--- src/rtl/i2c_pkg.sv ---
// rtl/i2c_pkg.sv - shared types and default widths for the I2C memory arbiter
package i2c_pkg;

  localparam int DEF_ADDR_W = 7;
  localparam int DEF_DATA_W = 8;

  typedef enum logic [1:0] {IDLE, ACCESS, CAPTURE} arb_state_t;
  typedef enum logic       {OWN_HOST, OWN_I2C}      owner_t;

endpackage

--- src/rtl/i2c_mem_req_slot.sv ---
// rtl/i2c_mem_req_slot.sv - per-requester request slot: pend flag, captured command,
// overflow flag, read-data and ack registers
module i2c_mem_req_slot
  import i2c_pkg::*;
#(
  parameter int ADDR_W = DEF_ADDR_W,
  parameter int DATA_W = DEF_DATA_W
) (
  input  logic              i_clk,
  input  logic              i_rst,
  input  logic              i_req,
  input  logic              i_we,
  input  logic [ADDR_W-1:0] i_addr,
  input  logic [DATA_W-1:0] i_wdata,
  input  logic              i_done,
  input  logic [DATA_W-1:0] i_mem_rdata,
  output logic              o_pend,
  output logic              o_we,
  output logic [ADDR_W-1:0] o_addr,
  output logic [DATA_W-1:0] o_wdata,
  output logic              o_ack,
  output logic [DATA_W-1:0] o_rdata,
  output logic              o_overflow
);

  logic              r_pend;
  logic              r_we;
  logic [ADDR_W-1:0] r_addr;
  logic [DATA_W-1:0] r_wdata;
  logic              r_ack;
  logic [DATA_W-1:0] r_rdata;
  logic              r_overflow;

  // A request landing in the completing cycle is accepted; the old r_we is still
  // what decides whether this completion captures read data.
  always_ff @(posedge i_clk) begin
    if (!i_rst) begin
      r_pend     <= 1'b0;
      r_we       <= 1'b0;
      r_addr     <= '0;
      r_wdata    <= '0;
      r_ack      <= 1'b0;
      r_rdata    <= '0;
      r_overflow <= 1'b0;
    end else begin
      r_ack <= i_done;
      if (i_req && (!r_pend || i_done)) begin
        r_pend  <= 1'b1;
        r_we    <= i_we;
        r_addr  <= i_addr;
        r_wdata <= i_wdata;
      end else if (i_req) begin
        r_overflow <= 1'b1;
      end else if (i_done) begin
        r_pend <= 1'b0;
      end
      if (i_done && !r_we) begin
        r_rdata <= i_mem_rdata;
      end
    end
  end

  assign o_pend     = r_pend;
  assign o_we       = r_we;
  assign o_addr     = r_addr;
  assign o_wdata    = r_wdata;
  assign o_ack      = r_ack;
  assign o_rdata    = r_rdata;
  assign o_overflow = r_overflow;

endmodule

--- src/rtl/i2c_mem_arbiter.sv ---
// rtl/i2c_mem_arbiter.sv - three-state grant sequencer sharing one register memory
// between the I2C engine and the local host port
module i2c_mem_arbiter
  import i2c_pkg::*;
#(
  parameter int ADDR_W   = DEF_ADDR_W,
  parameter int DATA_W   = DEF_DATA_W,
  parameter int I2C_PRIO = 1
) (
  input  logic              i_clk,
  input  logic              i_rst,
  input  logic              i_i2c_req,
  input  logic              i_i2c_we,
  input  logic [ADDR_W-1:0] i_i2c_addr,
  input  logic [DATA_W-1:0] i_i2c_wdata,
  output logic              o_i2c_ack,
  output logic [DATA_W-1:0] o_i2c_rdata,
  input  logic              i_host_req,
  input  logic              i_host_we,
  input  logic [ADDR_W-1:0] i_host_addr,
  input  logic [DATA_W-1:0] i_host_wdata,
  output logic              o_host_ack,
  output logic [DATA_W-1:0] o_host_rdata,
  output logic              o_mem_en,
  output logic              o_mem_we,
  output logic [ADDR_W-1:0] o_mem_addr,
  output logic [DATA_W-1:0] o_mem_wdata,
  input  logic [DATA_W-1:0] i_mem_rdata,
  output logic              o_hold_clock_low,
  output logic [1:0]        o_req_overflow
);

  arb_state_t        r_state;
  owner_t            r_owner;
  owner_t            r_last_owner;
  logic              r_mem_en;
  logic              r_mem_we;
  logic [ADDR_W-1:0] r_mem_addr;
  logic [DATA_W-1:0] r_mem_wdata;

  logic              w_i2c_pend, w_host_pend;
  logic              w_i2c_we, w_host_we;
  logic [ADDR_W-1:0] w_i2c_addr, w_host_addr;
  logic [DATA_W-1:0] w_i2c_wdata, w_host_wdata;
  logic              w_i2c_ovf, w_host_ovf;
  logic              w_i2c_done, w_host_done;
  owner_t            w_sel;

  assign w_i2c_done  = (r_state == CAPTURE) && (r_owner == OWN_I2C);
  assign w_host_done = (r_state == CAPTURE) && (r_owner == OWN_HOST);

  i2c_mem_req_slot #(.ADDR_W(ADDR_W), .DATA_W(DATA_W)) u_i2c_slot (
    .i_clk       (i_clk),
    .i_rst       (i_rst),
    .i_req       (i_i2c_req),
    .i_we        (i_i2c_we),
    .i_addr      (i_i2c_addr),
    .i_wdata     (i_i2c_wdata),
    .i_done      (w_i2c_done),
    .i_mem_rdata (i_mem_rdata),
    .o_pend      (w_i2c_pend),
    .o_we        (w_i2c_we),
    .o_addr      (w_i2c_addr),
    .o_wdata     (w_i2c_wdata),
    .o_ack       (o_i2c_ack),
    .o_rdata     (o_i2c_rdata),
    .o_overflow  (w_i2c_ovf)
  );

  i2c_mem_req_slot #(.ADDR_W(ADDR_W), .DATA_W(DATA_W)) u_host_slot (
    .i_clk       (i_clk),
    .i_rst       (i_rst),
    .i_req       (i_host_req),
    .i_we        (i_host_we),
    .i_addr      (i_host_addr),
    .i_wdata     (i_host_wdata),
    .i_done      (w_host_done),
    .i_mem_rdata (i_mem_rdata),
    .o_pend      (w_host_pend),
    .o_we        (w_host_we),
    .o_addr      (w_host_addr),
    .o_wdata     (w_host_wdata),
    .o_ack       (o_host_ack),
    .o_rdata     (o_host_rdata),
    .o_overflow  (w_host_ovf)
  );

  always_comb begin
    w_sel = OWN_HOST;
    if (w_i2c_pend && w_host_pend) begin
      if (I2C_PRIO != 0) w_sel = OWN_I2C;
      else               w_sel = (r_last_owner == OWN_I2C) ? OWN_HOST : OWN_I2C;
    end else if (w_i2c_pend) begin
      w_sel = OWN_I2C;
    end
  end

  // Memory outputs are loaded on entry to ACCESS and cleared on leaving it, so they
  // depend only on registered slot contents, never on the raw request inputs.
  always_ff @(posedge i_clk) begin
    if (!i_rst) begin
      r_state      <= IDLE;
      r_owner      <= OWN_HOST;
      r_last_owner <= OWN_HOST;
      r_mem_en     <= 1'b0;
      r_mem_we     <= 1'b0;
      r_mem_addr   <= '0;
      r_mem_wdata  <= '0;
    end else begin
      case (r_state)
        IDLE: begin
          if (w_i2c_pend || w_host_pend) begin
            r_state     <= ACCESS;
            r_owner     <= w_sel;
            r_mem_en    <= 1'b1;
            r_mem_we    <= (w_sel == OWN_I2C) ? w_i2c_we    : w_host_we;
            r_mem_addr  <= (w_sel == OWN_I2C) ? w_i2c_addr  : w_host_addr;
            r_mem_wdata <= (w_sel == OWN_I2C) ? w_i2c_wdata : w_host_wdata;
          end
        end
        ACCESS: begin
          r_state     <= CAPTURE;
          r_mem_en    <= 1'b0;
          r_mem_we    <= 1'b0;
          r_mem_addr  <= '0;
          r_mem_wdata <= '0;
        end
        CAPTURE: begin
          r_state      <= IDLE;
          r_last_owner <= r_owner;
        end
        default: r_state <= IDLE;
      endcase
    end
  end

  assign o_mem_en         = r_mem_en;
  assign o_mem_we         = r_mem_we;
  assign o_mem_addr       = r_mem_addr;
  assign o_mem_wdata      = r_mem_wdata;
  // Stretch is forced low while reset is held so every output reads 0 in reset.
  assign o_hold_clock_low = i_rst & (i_i2c_req | w_i2c_pend);
  assign o_req_overflow   = {w_i2c_ovf, w_host_ovf};

endmodule

--- config.mk ---
export PLATFORM = sky130hd
export DESIGN_NAME = i2c_mem_arbiter
export DESIGN_NICKNAME = d
export VERILOG_FILES = /design/src/rtl/i2c_pkg.sv /design/src/rtl/i2c_mem_req_slot.sv /design/src/rtl/i2c_mem_arbiter.sv
export SDC_FILE = /design/constraint.sdc
export NUM_CORES = 1
export LEC_CHECK = 0
export CORE_MARGIN = 3
export CORE_UTILIZATION = 48
export CTS_BUF_LIST = sky130_fd_sc_hd__clkbuf_16
export CTS_CLUSTER_DIAMETER = 200
export DETAILED_ROUTE_END_ITERATION = 12
export MAX_ROUTING_LAYER = met4
export PLACE_DENSITY = 0.79
export SYNTH_ARGS = -nofsm -noshare
export SYNTH_HDL_FRONTEND = slang
export SYNTH_SLANG_ARGS = --single-unit
--- constraint.sdc ---
create_clock -name i_clk -period 1.6 [get_ports i_clk]
set_input_delay 0.32 -clock i_clk [delete_from_list [all_inputs] [get_ports i_clk]]
set_output_delay 0.32 -clock i_clk [all_outputs]
set_load 0.01 [all_outputs]
## Yosys cells after proc, flatten, opt, wreduce, memory -nomap -nowiden

Index checks and enable logic that the tools add are counted.

- Bits in registers: 74
- Input port bits: 44

- Equality and inequality tests: 5
- Mux-type cells: 21
- Bitwise logic cells: 5
- Reductions and logical operators: 24

Operator list:

| operator | count |
|---|---|
| 8-bit 2-to-1 mux | 2 |
| 8-bit one-hot mux with 2 select lines | 1 |
| 7-bit 2-to-1 mux | 2 |
| 7-bit one-hot mux with 2 select lines | 1 |
| 2-bit AND reduction | 6 |
| 1-bit 2-to-1 mux | 11 |
| 1-bit logical AND | 7 |
| 2-bit nonzero test | 3 |
| 1-bit logical NOT | 4 |
| 2-bit by 1-bit inequality test with 1-bit output (second input constant) | 2 |
| 1-bit one-hot mux with 2 select lines | 2 |
| 2-bit one-hot mux with 2 select lines | 1 |
| 1-bit logical OR | 3 |
| 1-bit inverter | 3 |
| 2-bit by 1-bit equality test with 1-bit output (second input constant) | 1 |
| 2-bit equality test (second input constant) | 1 |
| 2-bit logical NOT | 1 |
| 2-bit 2-to-1 mux | 1 |
| 2-bit inequality test (second input constant) | 1 |
| 1-bit bitwise AND | 1 |
| 1-bit OR | 1 |

## Longest topological paths before layout

Gate-level depths: netlist (run 1).

- Word-level depth: 6
- Mapped depth: 6
- Mapped depth without buffers: 3

## Modules after synthesis

A second synthesis (run 1) with hierarchy kept.

- Cells, all modules: 287
- Area, all modules: 3,039.2 µm²

Modules (own cells, without submodules):

| module | instances | cells an instance | area each (µm²) |
|---|---|---|---|
| i2c_mem_req_slot | 2 | 106 | 1,074.8 |
| i2c_mem_arbiter | 1 | 75 | 889.6 |

## Worst setup path before layout (run 1)

No wires, ideal clock.

- Kind: reg-to-reg
- From: register r_state[0]
- To: register u_host_slot.r_addr[0] (netlist: u_host_slot.o_addr[0])
- Setup time: 72 ps
- Data arrival time: 1,333 ps
- Required time: 1,528 ps
- Slack: 195 ps
- Stages on the path, launching flop included: 6
- Period minus slack after synthesis: 1,405 ps
- Cell sequence: dfxtp_1 or3b_4 a21boi_2 buf_6 buf_12 mux2i_1

- Word-level cells in the longest chain between the ends: 4

RTL lines:

| what | line | text |
|---|---|---|
| start: declaration | i2c_mem_arbiter.sv:33 | `arb_state_t r_state;` |
| start signal: assignment | i2c_mem_arbiter.sv:102 | `r_state <= IDLE;` |
| start signal: assignment | i2c_mem_arbiter.sv:113 | `r_state <= ACCESS;` |
| start signal: assignment | i2c_mem_arbiter.sv:122 | `r_state <= CAPTURE;` |
| 2-bit equality test | -- |  |
| 1-bit logical AND | i2c_mem_arbiter.sv:50 | `assign w_host_done = (r_state == CAPTURE) && (r_owner == OWN_HOST);` |
| 1-bit logical OR | i2c_mem_req_slot.sv:47 | `if (i_req && (!r_pend \|\| i_done)) begin` |
| 1-bit logical AND | i2c_mem_req_slot.sv:47 |  |
| end signal: assignment | i2c_mem_req_slot.sv:50 | `r_addr <= i_addr;` |
| end: declaration | i2c_mem_req_slot.sv:28 | `logic [ADDR_W-1:0] r_addr;` |

No other way between the ends.
A chain may end at the register's enable or synchronous reset.

## Worst setup path in the final report (run 1)

- From: register r_mem_addr[0] (netlist: o_mem_addr[0])
- To: output port o_mem_addr[0]

RTL lines:

| what | line | text |
|---|---|---|
| start: declaration | i2c_mem_arbiter.sv:38 | `logic [ADDR_W-1:0] r_mem_addr;` |
| start signal: assignment | i2c_mem_arbiter.sv:117 | `r_mem_addr <= (w_sel == OWN_I2C) ? w_i2c_addr : w_host_addr;` |
| end: declaration | i2c_mem_arbiter.sv:26 | `output logic [ADDR_W-1:0] o_mem_addr,` |

No word-level cell between the ends.

==> flow_metrics.py, run 1 <==
metrics = {
    "clocking": {
        "cts_max_level": 3,
        "clk_path_buf_depth": 2,
        "numClockSinks": 74,
        "clk_latency_ns": 0.33,
        "path_clk_slew_ns": 0.06,
        "cts_resized": 1,
        "cts-hold-fix-buffers": 0,
        "numCtsBuffers": 9,
        "postCtsSetupBuffers": 0,
        "cts_tree": "built",
        "cts_root_buffer": "clkbuf_16",
    },
    "power": {
        "p_leak_uw": 0.001723,
        "peakVddDrop_v": 0.0009588,
        "powerDensity_nw_per_um2": 1109,
    },
    "placed_design": {
        "placed_cells": 460,
        "placed_area_um2": 3921,
        "io_buffers": 81,
        "gp_congestion": 0.7731,
        "place_ws_ns": -0.1879,
        "hpwl_um": 4652,
    },
    "sta": {
        "finalCriticalPeriod_ns": 1.576,
        "worst_slack_ns": 0.02383,
        "rsz0062_at_grt": "no",
        "timing_hold_violations_final": 0,
        "slew_violations": 0,
        "slew_headroom": 0.7120,
        "fmax_mhz": 634.5,
        "finClkSkew_ns": 0.005092,
        "worstMarginPinSlew_ns": 0.4266,
        "finalSetupViolCount": 0,
        "fin_setup_tns_ns": 0,
        "post-route-period-util": 0.9851,
        "holdWs_ns": 0.4389,
    },
    "setup_path": {
        "critical_path.top_delay_family": "buffers and inverters",
        "critPathKind": "reg2out",
        "cp_data_required_time_ns": 1.28,
        "r2r_slack_ns": 0.12,
        "critPathMaxFanout": 2,
        "crit_chain": "clkdlybuf4s50_1",
        "cp-end-kind": "primary output",
        "cp-start-kind": "flip-flop",
        "slowest_stage": "clkdlybuf4s50_1",
        "arrival_ns": 1.26,
        "critPathMaxStageDelay_ns": 0.56,
        "worst-path-buf-inv": 1,
    },
    "final_layout": {
        "fin_area_um2": 4244,
        "final_cell_count_no_fill": 476,
        "fill_cells": 460,
        "syn_to_final_growth_pct": 40.17,
        "final_common_cell": "clkdlybuf4s50_1",
        "final_cell_mix": "75 x clkdlybuf4s50_1, 74 x nand2_1, 74 x dfxtp_1",
        "fin_nets": 440,
        "area.sequential_um2": 1481,
        "drive_above_1_share": 0.1150,
        "multi_input_area_um2": 1355,
    },
    "yosys": {
        "postSynthCellCount": 316,
        "ys_ff_latch": 74,
        "yosysWarnings": 0,
        "synth_nets": 360,
        "avgSynthCellArea_um2": 9.582,
        "seq_area_frac_synth": 0.4893,
        "yosysUniqueCellTypes": 37,
        "syn_area_um2": 3028,
    },
    "detailed_routing": {
        "routed_wl_um": 6874,
        "ant_nets": 0,
        "drtIter0Drc": 118,
        "num_vias": 2427,
        "routedWlPerCell_um": 14.44,
        "drtPass1Iterations": 4,
        "drc": 0,
        "avgViaCountPerCell": 5.099,
    },
    "die": {
        "rows": 28,
        "die_w_um": 85.43,
        "die_h_um": 85.43,
        "core_um2": 6026,
        "io-pin-count": 82,
        "die_area_um2": 7297,
        "initial_core_util": 0.5025,
    },
    "grt": {
        "grt_max_degree": 98,
        "grt_pass1_wl_um": 11700,
        "antenna_found_initial": 1,
        "grt_pass1_vias": 2522,
        "grt_overflow_total": 0,
        "track_usage": 0.2090,
    },
    "worst_hold_path": {
        "hold_path_class": "in2reg",
    },
    "flow_run": {
        "maxCapViolCount": 0,
    },
    "status": {
        "outcome": "finished, final reports clean",
    },
}
[registers in the layout (all words and copies together) (netlist names), 2 cells and up]
name	count
o_mem_wdata	8
u_host_slot.o_rdata	8
u_host_slot.o_wdata	8
u_i2c_slot.o_rdata	8
u_i2c_slot.o_wdata	8
o_mem_addr	7
u_host_slot.o_addr	7
u_i2c_slot.o_addr	7
r_state	2
[metrics by stage]
stage | util | total power (µW)
after global routing | 0.7043 | 4895
final | 0.7043 | 4709
after detailed placement | 0.6507 | 2676
after global placement | 0.6507 | 2657
after CTS | 0.7016 | 4755
after floorplan | - | 2392
[routing by layer]
| layer | part of all wire | track usage |
|---|---|---|
| met2 | 0.49 | 0.3418 |
| met3 | 0.063 | 0.07087 |
| met5 | 0 | - |
| met4 | 0.015 | 0.06475 |
| met1 | 0.43 | 0.2421 |
[area by class of cell]
cell class                 count  area share
tap                           75     0.02211
multi-input combinational    208      0.3193
clock inverter                 6     0.01946
sequential                    74      0.3491
timing repair buffer          95      0.2294
antenna                        1   0.0005896
inverter                       8    0.007075
clock buffer                   9     0.05307
[kinds of logic after synthesis]
kind of cell,synth area share
simple gates,0.1653
compound gates,0.1351
mux,0.1459
buf+inv,0.06446
flops,0.4893
[synth_stat cells]
cell / count / share of area
or4b_1: 1 / 0.0033
a21boi_1: 1 / 0.0025
a31oi_1: 2 / 0.0041
o21ai_1: 14 / 0.023
o211a_1: 1 / 0.0033
nor2b_1: 1 / 0.0021
dfxtp_1: 74 / 0.49
buf_12: 1 / 0.0066
a21bo_2: 1 / 0.0033
mux2i_1: 43 / 0.14
or3_1: 1 / 0.0021
clkbuf_1: 10 / 0.012
o2bb2ai_2: 10 / 0.050
a21oi_4: 1 / 0.0054
o311ai_0: 4 / 0.012
nor2_1: 12 / 0.015
or2b_1: 1 / 0.0025
or3b_4: 1 / 0.0037
and2_1: 1 / 0.0021
o221a_1: 1 / 0.0037
nor3b_1: 1 / 0.0025
buf_2: 8 / 0.013
nor3_1: 1 / 0.0017
buf_4: 3 / 0.0074
and3_1: 1 / 0.0021
nand3_1: 17 / 0.028
mux2_2: 1 / 0.0037
inv_1: 7 / 0.0087
buf_6: 4 / 0.015
a21boi_2: 1 / 0.0037
nand4bb_1: 1 / 0.0037
a211oi_1: 4 / 0.0099
nand3b_1: 2 / 0.0050
inv_2: 1 / 0.0012
o21ai_0: 2 / 0.0033
nand2_1: 74 / 0.092
a21oi_1: 7 / 0.012
[final timing paths]
kind,startpoint,end,depth (start not counted)
min,i_rst,r_owner,4
max,o_mem_addr[0],o_mem_addr[0],1
min reg2reg,u_host_slot.o_rdata[1],u_host_slot.o_rdata[1],2
max reg2reg,r_state[0],u_host_slot.o_we,4
[power breakdown]
group / total, µW / internal (µW) / switching, µW
combinational: 626 / 335 / 291
sequential: 2010 / 1950 / 63.2
clock: 2070 / 1350 / 725
(Power assumes the default switching activity.)
==> inputs of run 2 (changes only) <==
Settings changed: CORE_UTILIZATION 48 to 43, PLACE_DENSITY 0.79 to 0.74.
Clock period 1.6 ns to 1.45 ns, I/O delays scaled along.
==> flow_metrics.py, run 2 (synthesis gave the netlist of run 1 again) <==
metrics = {
    "grt": {
        "track_usage": 0.1807,
        "grt_max_degree": 98,
        "antenna_found_initial": 0,
        "grt_pass1_vias": 2398,
        "grt_overflow_total": 0,
        "grt_pass1_wl_um": 11520,
    },
    "flow_run": {
        "maxCapViolCount": 0,
    },
    "die": {
        "die_w_um": 89.92,
        "core_um2": 6568,
        "die_h_um": 89.92,
        "die_area_um2": 8085,
        "io-pin-count": 82,
        "rows": 29,
        "initial_core_util": 0.4610,
    },
    "worst_hold_path": {
        "holdCritStartpoint": "u_host_slot.o_rdata[3]",
        "min_to": "u_host_slot.o_rdata[3]",
        "min_path_cells": 2,
        "hold_path_class": "reg2reg",
    },
    "placed_design": {
        "place_ws_ns": -0.2704,
        "gp_congestion": 0.7620,
        "hpwl_um": 4572,
        "placed_area_um2": 3974,
        "io_buffers": 81,
    },
    "sta": {
        "worstMarginPinSlew_ns": 0.3707,
        "rsz0062_at_grt": "yes",
        "finalCriticalPeriod_ns": 1.453,
        "timing_hold_violations_final": 0,
        "worst_slack_ns": -0.002689,
        "fin_setup_tns_ns": -0.002689,
        "slew_violations": 0,
        "slew_headroom": 0.7529,
        "post-route-period-util": 1.002,
        "finalSetupViolCount": 1,
        "fmax_mhz": 688.4,
        "finClkSkew_ns": 0.004572,
    },
    "clocking": {
        "numCtsBuffers": 9,
        "clk_path_buf_depth": 2,
        "cts_max_level": 3,
        "cts_root_buffer": "clkbuf_16",
        "cts_tree": "built",
        "path_clk_slew_ns": 0.06,
        "numClockSinks": 74,
        "clk_latency_ns": 0.32,
    },
    "setup_path": {
        "rr_worst_depth": 4,
        "rr_endpoint": "u_host_slot.o_wdata[3]",
        "critPathKind": "reg2reg",
        "arrival_ns": 1.70,
        "critPathMaxFanout": 8,
        "cp_data_required_time_ns": 1.70,
        "rr_startpoint": "r_state[0]",
        "cp-end-kind": "flip-flop",
        "cp-start-kind": "flip-flop",
        "r2r_slack_ns": -0.003,
    },
    "power": {
        "p_int_uw": 3843,
        "p_leak_uw": 0.001886,
        "powerDensity_nw_per_um2": 1166,
        "peakVddDrop_v": 0.0007216,
        "p_switching_uw": 1191,
        "swShare": 0.2365,
        "clkPwrFrac": 0.418,
        "p_comb_frac": 0.143,
        "p_seq_frac": 0.440,
    },
    "final_layout": {
        "final_util": 0.6575,
        "syn_to_final_growth_pct": 42.60,
        "fin_nets": 450,
        "area.sequential_um2": 1485,
        "fin_area_um2": 4318,
        "final_common_cell": "nand2_1",
        "multi_input_area_um2": 1370,
        "insertedDiodeCount": 0,
        "final_cell_mix": "74 x nand2_1, 71 x dfxtp_1, 43 x mux2i_1",
        "drive_above_1_share": 0.1484,
        "fill_cells": 582,
    },
    "status": {
        "outcome": "finished with violations",
        "violations": "negative setup slack",
    },
    "detailed_routing": {
        "ant_nets": 0,
        "routed_wl_um": 7127,
        "routedWlPerCell_um": 14.14,
        "num_vias": 2461,
        "drtPass1Iterations": 4,
        "drtIter0Drc": 151,
        "avgViaCountPerCell": 4.883,
        "drc": 0,
    },
}
## run 2: cell types whose count changed in the layout (fill, tap and decap cells not counted), sizes merged
cell           before  now
clkdlybuf4s50      75   42
inv                 8    9
clkinvlp            0    1
diode               1    0
dlymetal6s2s        4    0
buf                15   24
bufinv              2    1
dlygate4sd2         1   37
clkbuf              9   11
## run 2: area by class of cell
cell class	instances	area share
flip-flops and latches	74	0.3440
multi-input cells	208	0.3173
repair buffers	105	0.2385
clock buffers	9	0.05216
well taps	93	0.02695
clock inverters	7	0.01420
inverters	8	0.006955
## run 2: metrics by stage
step / std cells / power, µW / hold slack (ns)
CTS: 502 / 5073 / 0.4510
detailed placement: 482 / 2958 / 0.4477
floorplan: 316 / 2639 / 0.4074
global route: 504 / 5261 / 0.4697
finish: 504 / 5034 / 0.4509
global placement: 482 / 2943 / 0.4408
## run 2: timing repair
| action | in CTS | in global routing |
|---|---|---|
| setup buffers | 3 | 1 |
| pin swaps | 1 | 2 |
| gates cloned | 1 | 1 |
| hold buffers | 0 | 0 |
| gates resized for setup | 44 | 4 |
| endpoints found under the setup margin | 54 | 39 |
## run 2: power by group through the flow
stage | clock, µW | combinational, µW | sequential [µW]
detailed placement | 0 | 699 | 2260
global route | 2250 | 782 | 2220
finish | 2100 | 718 | 2210
CTS | 2160 | 706 | 2210
floorplan | 0 | 373 | 2270
global placement | 0 | 688 | 2260
## run 2: routing by layer
| layer | up-vias | track usage | share of wire |
|---|---|---|---|
| met1 | 1119 | 0.2168 | 0.44 |
| met5 | - | - | 0 |
| met4 | 0 | 0.09439 | 0.016 |
| met2 | 71 | 0.2801 | 0.48 |
| met3 | 10 | 0.04758 | 0.064 |
| li1 | 1261 | - | - |
## run 2: worst max-delay path: stages (launching register included)
cell and delay, ns:
dfxtp_2 0.34, or3b_4 0.40, a21boi_4 0.27, buf_16 0.18, mux2i_1 0.19
## run 2: worst max-delay path by stage
stage                     from  slack [ns]                     end  depth (start not counted)
global placement     i_i2c_req       -0.25        o_hold_clock_low                          4
CTS                 r_state[0]      -0.008   u_host_slot.o_addr[1]                          4
finish              r_state[0]      -0.003  u_host_slot.o_wdata[3]                          4
detailed placement   i_i2c_req       -0.27        o_hold_clock_low                          4
global route        r_state[0]       -0.07   u_host_slot.o_addr[2]                          4
floorplan           r_state[0]        0.04   u_host_slot.o_addr[0]                          5
==> inputs of run 3 (changes only) <==
Settings changed: ABC_AREA from default to 1, MAX_ROUTING_LAYER met4 to default, RECOVER_POWER from default to 25.
==> flow_metrics.py, run 3 <==
metrics = {
    "status": {
        "outcome": "finished, final reports clean",
    },
    "yosys": {
        "synth_xor_area_frac": 0,
        "synth_edf_count": 0,
        "avgSynthCellArea_um2": 6.894,
        "ys_ff_latch": 74,
        "yosys.area.top_type": "dfxtp_1",
        "netlist.area_leader.share": 0.4786,
        "ys_top_cells_by_count": "119 x nand2_1, 74 x dfxtp_1, 73 x nor2_1, 41 x inv_1, 39 x a21oi_1",
        "seq_area_frac_synth": 0.4786,
        "postSynthCellCount": 449,
        "syn_area_um2": 3095,
        "netlist_top_cells_area": "dfxtp_1 48%, nand2_1 14%, nor2_1 8.9%",
        "ys.flop_type": "dfxtp_1",
        "synth_nets": 493,
        "yosysWarnings": 0,
        "yosysMostFrequentCell": "nand2_1",
        "yosys.area_share.adder": 0,
        "yosysUniqueCellTypes": 19,
        "synth-async-reset-ratio": 0,
        "synth_mux_area_frac": 0,
        "yosys.area_share.simple": 0.3193,
        "synth_compound_area_frac": 0.1015,
        "synth_top_family_by_area": "simple AND/OR/NAND/NOR gates",
    },
    "die": {
        "die_area_um2": 8253,
        "initial_core_util": 0.4506,
        "io-pin-count": 82,
        "die_h_um": 90.85,
        "die_w_um": 90.85,
        "core_um2": 6869,
        "rows": 30,
    },
    "final_layout": {
        "fin_nets": 568,
        "drive_above_1_share": 0.07386,
        "final_cell_mix": "119 x nand2_1, 73 x nor2_1, 73 x dfxtp_1",
        "fill_cells": 650,
        "insertedDiodeCount": 0,
        "final_util": 0.6213,
        "syn_to_final_growth_pct": 37.87,
        "final_common_cell": "nand2_1",
    },
    "clocking": {
        "numClockSinks": 74,
        "clk_path_buf_depth": 2,
        "cts_max_level": 3,
        "clk_latency_ns": 0.33,
        "numCtsBuffers": 9,
        "cts_root_buffer": "clkbuf_16",
        "path_clk_slew_ns": 0.05,
        "cts_tree": "built",
    },
    "setup_path": {
        "crit_top_cell": "buf_4",
        "critPathMaxStageDelay_ns": 0.33,
        "critPathKind": "reg2out",
        "critical_path.top_delay_family": "flip-flops",
        "crit_chain": "inv_2 -> a21oi_1 -> buf_4 -> buf_4",
        "slowest_stage": "dfxtp_2",
        "critPathMaxFanout": 2,
        "worst-path-buf-inv": 3,
        "cp-start-kind": "flip-flop",
        "cp-end-kind": "primary output",
        "cp_data_required_time_ns": 1.16,
        "arrival_ns": 1.07,
    },
    "sta": {
        "holdWs_ns": 0.3928,
        "worstMarginPinSlew_ns": 0.6407,
        "finClkSkew_ns": 0.003196,
        "finalCriticalPeriod_ns": 1.360,
        "post-route-period-util": 0.9378,
        "slew_violations": 0,
        "fmax_mhz": 735.4,
        "timing_hold_violations_final": 0,
        "rsz0062_at_grt": "no",
        "finalSetupViolCount": 0,
        "slew_headroom": 0.5729,
    },
    "detailed_routing": {
        "avgViaCountPerCell": 4.712,
        "drtIter0Drc": 124,
        "ant_nets": 0,
        "routedWlPerCell_um": 11.89,
        "drtPass1Iterations": 4,
        "drc": 0,
        "num_vias": 2940,
        "routed_wl_um": 7418,
    },
    "power": {
        "p_int_uw": 3996,
        "p_seq_frac": 0.428,
        "p_leak_uw": 0.002153,
        "p_comb_frac": 0.143,
        "peakVddDrop_v": 0.0006209,
        "swShare": 0.2399,
        "clkPwrFrac": 0.429,
        "p_switching_uw": 1261,
        "powerDensity_nw_per_um2": 1232,
    },
    "grt": {
        "grt_max_degree": 51,
        "antenna_found_initial": 0,
        "track_usage": 0.1848,
        "grt_pass1_vias": 2758,
        "grt_pass1_wl_um": 12360,
        "grt_overflow_total": 0,
    },
    "flow_run": {
        "maxCapViolCount": 0,
    },
    "placed_design": {
        "io_buffers": 81,
        "hpwl_um": 5342,
        "gp_congestion": 0.9158,
    },
    "worst_hold_path": {
        "hold_path_class": "in2reg",
    },
}
==> run 3: layer usage <==
layer | track usage | vias to the layer above | wire length, µm
li1 | - | 1548 | -
met5 | 0 | - | 0
met2 | 0.3175 | 63 | 3685
met1 | 0.2210 | 1313 | 3208
met3 | 0.03083 | 16 | 312
met4 | 0.09548 | 0 | 212
==> run 3: logic make-up after synthesis <==
kind of cell           after synthesis
buffers and inverters               74
flip-flops                          74
AO/OA/AOI/OAI                       62
AND/OR/NAND/NOR                    239
==> run 3: power by group through the flow <==
stage / registers [µW] / clock network, µW / logic [µW]
2_1_floorplan: 2300 / 0 / 421
3_3_place_gp: 2290 / 0 / 767
3_5_place_dp: 2300 / 0 / 780
4_1_cts: 2250 / 2280 / 745
5_1_grt: 2270 / 2360 / 846
6_report: 2250 / 2260 / 751
==> run 3: area by class of cell <==
type | count | area [µm²] | share of cell area
Clock inverter | 6 | 76.32 | 0.01788
Inverter | 46 | 172.7 | 0.04046
Clock buffer | 9 | 225.2 | 0.05277
Tap cell | 96 | 120.1 | 0.02814
Timing Repair Buffer | 92 | 893.4 | 0.2093
Sequential cell | 74 | 1483 | 0.3474
Multi-Input combinational cell | 301 | 1297 | 0.3040
==> run 3: stage by stage <==
step | setup WS (ns) | setup TNS, ns | area [µm²] | total power [µW] | instances
after global placement | -0.4738 | -2.621 | 4013 | 3056 | 608
after detailed placement | -0.4690 | -3.214 | 4013 | 3075 | 608
after global routing | 0.003365 | 0 | 4268 | 5475 | 624
after floorplan | 0.1479 | 0 | 3095 | 2724 | 449
final | 0.09015 | 0 | 4268 | 5257 | 624
after CTS | 0.03748 | 0 | 4263 | 5272 | 623
==> run 3: final timing paths <==
check,from,to,slack (ns),depth (start not counted)
setup reg to reg,u_i2c_slot.o_pend,o_mem_addr[3],0.14,9
hold / removal,i_i2c_req,u_i2c_slot.o_pend,0.39,3
hold reg to reg,o_mem_wdata[7],o_mem_wdata[7],0.44,2
setup / recovery,u_i2c_slot.o_pend,o_hold_clock_low,0.09,4
==> run 3: worst register-to-register path, cell delays in order (launching register included) <==
cell and delay [ns]:
dfxtp_2 0.32, inv_2 0.06, buf_6 0.16, nand2_1 0.10, nand2_1 0.15, nand2_4 0.10
nor2_4 0.13, buf_12 0.13, nand2_1 0.06, nand2_1 0.05
==> run 3: what timing repair did <==
| action | in CTS | in global routing |
|---|---|---|
| buffers inserted | 0 | 1 |
| setup endpoints to repair | 38 | 14 |
| gates resized for setup | 44 | 3 |
| hold buffers | 0 | 0 |
| pin swaps | 1 | 1 |
==> patch 1, RTL diff (flow settings as in run 2) <==
Set the package constant `DEF_DATA_W` to 9 (it was 8).
--- a/src/rtl/i2c_pkg.sv
+++ b/src/rtl/i2c_pkg.sv
@@ -2,7 +2,7 @@
 package i2c_pkg;
 
   localparam int DEF_ADDR_W = 7;
-  localparam int DEF_DATA_W = 8;
+  localparam int DEF_DATA_W = 9;
 
   typedef enum logic [1:0] {IDLE, ACCESS, CAPTURE} arb_state_t;
   typedef enum logic       {OWN_HOST, OWN_I2C}      owner_t;
Ports: changed (6 resized); port bits go from 82 to 88. The function was not compared with the original's and may differ.
==> patch 1 against run 2 <==
Synthesized cell count up 5.1%; setup slack better by 0.0098 ns; wire length down 1.7%; total power up 4.5%; area after synthesis up 2.9%; final area up 1.3%; sequential cell count up 5; count of clock-buffer cells in the layout unchanged; sequential share of layout area up 1.8 points; critical path type unchanged; critical endpoint is now u_host_slot.o_wdata[2]; largest cell class unchanged; largest power group unchanged.
==> patch 1: results (changes against run 2) <==
metric,value,unit,change
crit-path max FO,17,,was 8
via count of the first global-routing pass,2574,,"was 2,398"
Slew HR,0.779,,was 0.753
"Setup Fix Bufs, Post-CTS",0,,was 3
Yosys warning total,0,,unchanged
setup slack at placement,-0.271,ns,was -0.270 ns
register area share after synthesis,0.507,,was 0.489
Ant. Diodes,0,,unchanged
"Slew Viols, Final",0,,unchanged
latest clock arrival within the worst-skew pair,0.32,ns,about the same
leak pwr,1.92,nW,was 1.89 nW
Post-DP Area,4110,sq um,was 3970 sq um
syn nets,379,,was 360
first-pass GRT wire length,12100,um,"was 11,500 um"
final std cells w/o fill,522,,was 504
DRT iter0 DRCs,130,,was 151
top post-synthesis cells by count,"nand2_1 (86), dfxtp_1 (79), mux2i_1 (45)",,"was dfxtp_1 (74), nand2_1 (74), mux2i_1 (43)"
initial antenna violation count,0,,unchanged
Min-Delay Path Class,input pin to register,,was register to register
router iterations before antenna repair,4,,unchanged
Wirelength per Cell,13.4,um,was 14.1 um
Peak VDD IR,0.805,mV,was 0.722 mV
Final GP Congestion,0.759,,was 0.762
CTS buffer count,9,,unchanged
H-tree levels,3,,unchanged
"Async S/R FF share, synth",0,,unchanged
layout cell share with drive strength beyond 1,0.0986,,was 0.148
cell count after synthesis,332,,was 316
Via density,4.93,,was 4.88
WP data arrival,1.69,ns,
top area cells in the synthesized netlist,"dfxtp_1 (51%), mux2i_1 (14%), nand2_1 (10%)",,"was dfxtp_1 (49%), mux2i_1 (14%), nand2_1 (9.2%)"
Cells after DPL,506,,was 482
buffer depth of the longest clock path,2,,unchanged
Clock Skews,0.00498,ns,was 0.00457 ns
port buffer count,87,,was 81
hpwl dp,4760,um,was 4570 um
Tot GR Track Use,0.183,,was 0.181
nets,468,,was 450
fill count,622,,was 582
clock root cell,clkbuf_16,,unchanged
largest net degree at the start of global routing,37,,was 98
Netlist cell types,32,,was 37
"CTS clk-pin slew, worst paths",0.05,ns,
status,completed,,"was finished, violations left"
-- patch 1: changes by cell type after synthesis, sizes merged, moves of 5 or more --
cell / before / now
o21ai: 16 / 22
dfxtp: 74 / 79
nand2: 74 / 86
inv: 8 / 3
a21oi: 8 / 3
-- patch 1: repair_timing --
item | in CTS | in global routing
resized for setup | 42 | 4
endpoints found under the setup margin | 45 | 19
hold buffers | 0 | 0
endpoints found under the hold margin | 0 | 0
-- patch 1: power breakdown --
group / leakage [nW] / internal [mW] / switching (mW) / total [mW]
combinational: 1.12 / 0.340 / 0.304 / 0.643
sequential: 0.646 / 2.29 / 0.0625 / 2.35
clock: 0.157 / 1.48 / 0.792 / 2.27
-- patch 1: cells by family after synthesis --
group	Yosys count	share of synthesized area
flops	79	0.507
buf+inv	33	0.0638
simple gates	124	0.168
compound gates	51	0.116
mux	45	0.145
-- patch 1: per-layer routing --
| metal | up-vias | share of wire | GRT usage |
|---|---|---|---|
| met5 | - | 0 | - |
| met4 | 0 | 0.020 | 0.0729 |
| met3 | 14 | 0.053 | 0.0389 |
| met2 | 71 | 0.45 | 0.288 |
| met1 | 1177 | 0.48 | 0.230 |
| li1 | 1313 | - | - |
-- patch 1: worst max-delay path, cell delays in order (launching register included) --
cell      delay [ns]
dfxtp_2         0.35
or3b_4          0.41
a21boi_4        0.19
buf_12          0.20
mux2i_1         0.21
-- patch 1: metrics by stage --
step	utilization	setup TNS, ns
after global placement	0.595	-1.68
after detailed placement	0.595	-2.10
after floorplan	-	0
after CTS	0.632	0
after global routing	0.633	-0.453
final	0.633	0
-- patch 1: final timing paths --
path	start	to	slack, ns	cells past startpoint
hold reg to reg	u_host_slot.o_rdata[3]	u_host_slot.o_rdata[3]	0.45	2
setup reg to reg	r_state[1]	u_host_slot.o_wdata[2]	0.007	4
setup / recovery	r_state[1]	u_host_slot.o_wdata[2]	0.007	4
hold / removal	i_rst	r_owner	0.38	4
-- patch 1: cell type report --
class / count / area (sq um) / area share
clock buffer: 9 / 225 / 0.0515
clock inverter: 7 / 80.1 / 0.0183
inverter: 4 / 15.0 / 0.00343
multi-input combinational: 220 / 1350 / 0.308
sequential: 79 / 1580 / 0.362
tap: 96 / 120 / 0.0275
timing repair buffer: 107 / 1000 / 0.229
==> patch 2, RTL diff (flow settings as in run 2) <==
Made on the original files. Encoding of `arb_state_t`: now one-hot (3 bits for 3 states).
--- a/src/rtl/i2c_pkg.sv
+++ b/src/rtl/i2c_pkg.sv
@@ -4,7 +4,7 @@
   localparam int DEF_ADDR_W = 7;
   localparam int DEF_DATA_W = 8;
 
-  typedef enum logic [1:0] {IDLE, ACCESS, CAPTURE} arb_state_t;
+  typedef enum logic [2:0] {IDLE = 3'b001, ACCESS = 3'b010, CAPTURE = 3'b100} arb_state_t;
   typedef enum logic       {OWN_HOST, OWN_I2C}      owner_t;
 
 endpackage
Check against the original RTL: same outputs for any inputs over 10 cycles, from zero or initial values and one cycle with i_rst low; not proved beyond that.
==> patch 2 against run 2 <==
The run still ends with setup timing left; final area grew 18%; via count is 46% higher; area after synthesis rose by 21%; sequential cell count increased by 1; wire length is 47% higher; setup slack worse by 0.073 ns; synthesized cell count rose by 28%; critical endpoint is now u_host_slot.o_rdata[3]; combinational power up 6.3%; total power up 7.9%.
==> patch 2: results (changes against run 2) <==
metric,value,unit,change
top area cells in the synthesized netlist,"dfxtp_1 (41%), mux2i_1 (8.8%), and3b_1 (7.7%)",,"was dfxtp_1 (49%), mux2i_1 (14%), nand2_1 (9.2%)"
DRT iter0 DRCs,232,,was 151
Netlist cell types,32,,was 37
largest net degree at the start of global routing,65,,was 98
final wirelength,10400,um,was 7130 um
nets,530,,was 450
setup violators final,24,,was 1
Clock Skews,0.00588,ns,was 0.00457 ns
top post-synthesis cells by count,"dfxtp_1 (75), nand3_1 (49)",,"was dfxtp_1 (74), nand2_1 (74), mux2i_1 (43)"
reg2reg start,r_state[1],,was r_state[0]
Setup TNS,-0.876,ns,was -0.00269 ns
Ant. Diodes,0,,unchanged
WP data arrival,1.79,ns,was 1.70 ns
syn nets,449,,was 360
Slew HR,0.624,,was 0.753
Tot GR Track Use,0.221,,was 0.181
Yosys warning total,0,,unchanged
Antenna Nets Post-Route,0,,unchanged
Worst Hold End,u_host_slot.o_pend,,was u_host_slot.o_rdata[3]
R2R depth,4,,unchanged
Max Cap Viol,0,,unchanged
status,"finished, violations left",,unchanged
initial antenna violation count,0,,unchanged
failing checks,setup timing,,unchanged
Peak VDD IR,0.584,mV,was 0.722 mV
via count of the first global-routing pass,3337,,"was 2,398"
worst hold start,i_rst,,was u_host_slot.o_rdata[3]
H-tree levels,3,,unchanged
layout cell share with drive strength beyond 1,0.153,,was 0.148
Final WS setup,-0.0758,ns,was -0.00269 ns
"Async S/R FF share, synth",0,,unchanged
"CTS clk-pin slew, worst paths",0.06,ns,about the same
first-pass GRT wire length,16800,um,"was 11,500 um"
RR Endpoint,u_host_slot.o_rdata[3],,was u_host_slot.o_wdata[3]
port buffer count,81,,unchanged
register area share after synthesis,0.411,,was 0.489
Min-Delay Path Class,input pin to register,,was register to register
latest clock arrival within the worst-skew pair,0.33,ns,
hpwl dp,7020,um,was 4570 um
clock root cell,clkbuf_16,,unchanged
router iterations before antenna repair,5,,was 4
buffer depth of the longest clock path,2,,unchanged
CTS buffer count,9,,unchanged
Final GP Congestion,0.871,,was 0.762
leak pwr,2.11,nW,was 1.89 nW
Worst Hold Path Cells,4,,was 2
crit-path max FO,8,,unchanged
Via density,6.01,,was 4.88
patch 2: layout make-up:
class / instances / area (sq um)
Fill cell: 661 / 3160
Multi-Input combinational cell: 277 / 1930
Sequential cell: 75 / 1510
Timing Repair Buffer: 119 / 1190
Clock buffer: 9 / 225
Tap cell: 105 / 131
Clock inverter: 7 / 92.6
Inverter: 4 / 15.0
patch 2: layer usage:
layer  share of wire  up-vias  routed length (um)  track usage
li1                -     1711                   -            -
met1            0.42     1726                4360        0.282
met2            0.49      130                5170        0.352
met3           0.069       17                 723       0.0514
met4           0.018        0                 193       0.0609
met5               0        -                   0            -
patch 2: worst max path at each step:
| stage | start | to | depth (start not counted) |
|---|---|---|---|
| 4_1_cts | r_state[0] | u_host_slot.o_rdata[1] | 4 |
| 2_1_floorplan | r_state[1] | u_host_slot.o_pend | 5 |
| 3_5_place_dp | i_i2c_req | o_hold_clock_low | 4 |
| 6_report | r_state[1] | u_host_slot.o_rdata[3] | 4 |
| 5_1_grt | r_state[1] | u_host_slot.o_rdata[2] | 4 |
| 3_3_place_gp | i_i2c_req | o_hold_clock_low | 4 |
patch 2: where the power goes:
group	switching, mW	internal, mW
logic	0.380	0.384
clock network	0.887	1.50
registers	0.103	2.18
patch 2: worst max-delay path, stage by stage (launching register included):
cell,delay (ns)
dfxtp_2,0.32
or4b_4,0.56
buf_12,0.17
nor2_8,0.19
mux2i_1,0.21
patch 2: what timing repair did:
item | 4_1_cts | 5_1_grt
gates resized for setup | 52 | 17
buffers inserted | 2 | 2
pin swaps | 3 | 6
cloned | 2 | 0
hold endpoints to repair | 0 | 0
setup endpoints to repair | 80 | 71
patch 2: per-stage QoR:
stage	std cells	power (mW)	setup slack [ns]	hold WS, ns	cell area (sq um)
2_1_floorplan	405	2.68	0.0231	0.437	3660
3_3_place_gp	574	3.05	-0.438	0.443	4680
3_5_place_dp	574	3.07	-0.436	0.454	4680
4_1_cts	594	5.43	-0.0858	0.384	5040
5_1_grt	596	5.63	-0.125	0.404	5100
6_report	596	5.43	-0.0758	0.398	5100
patch 2: cell families after synthesis:
| family | Yosys count | synth area share |
|---|---|---|
| simple gates | 158 | 0.264 |
| compound gates | 87 | 0.166 |
| flops | 75 | 0.411 |
| buf+inv | 53 | 0.0718 |
| mux | 32 | 0.0876 |
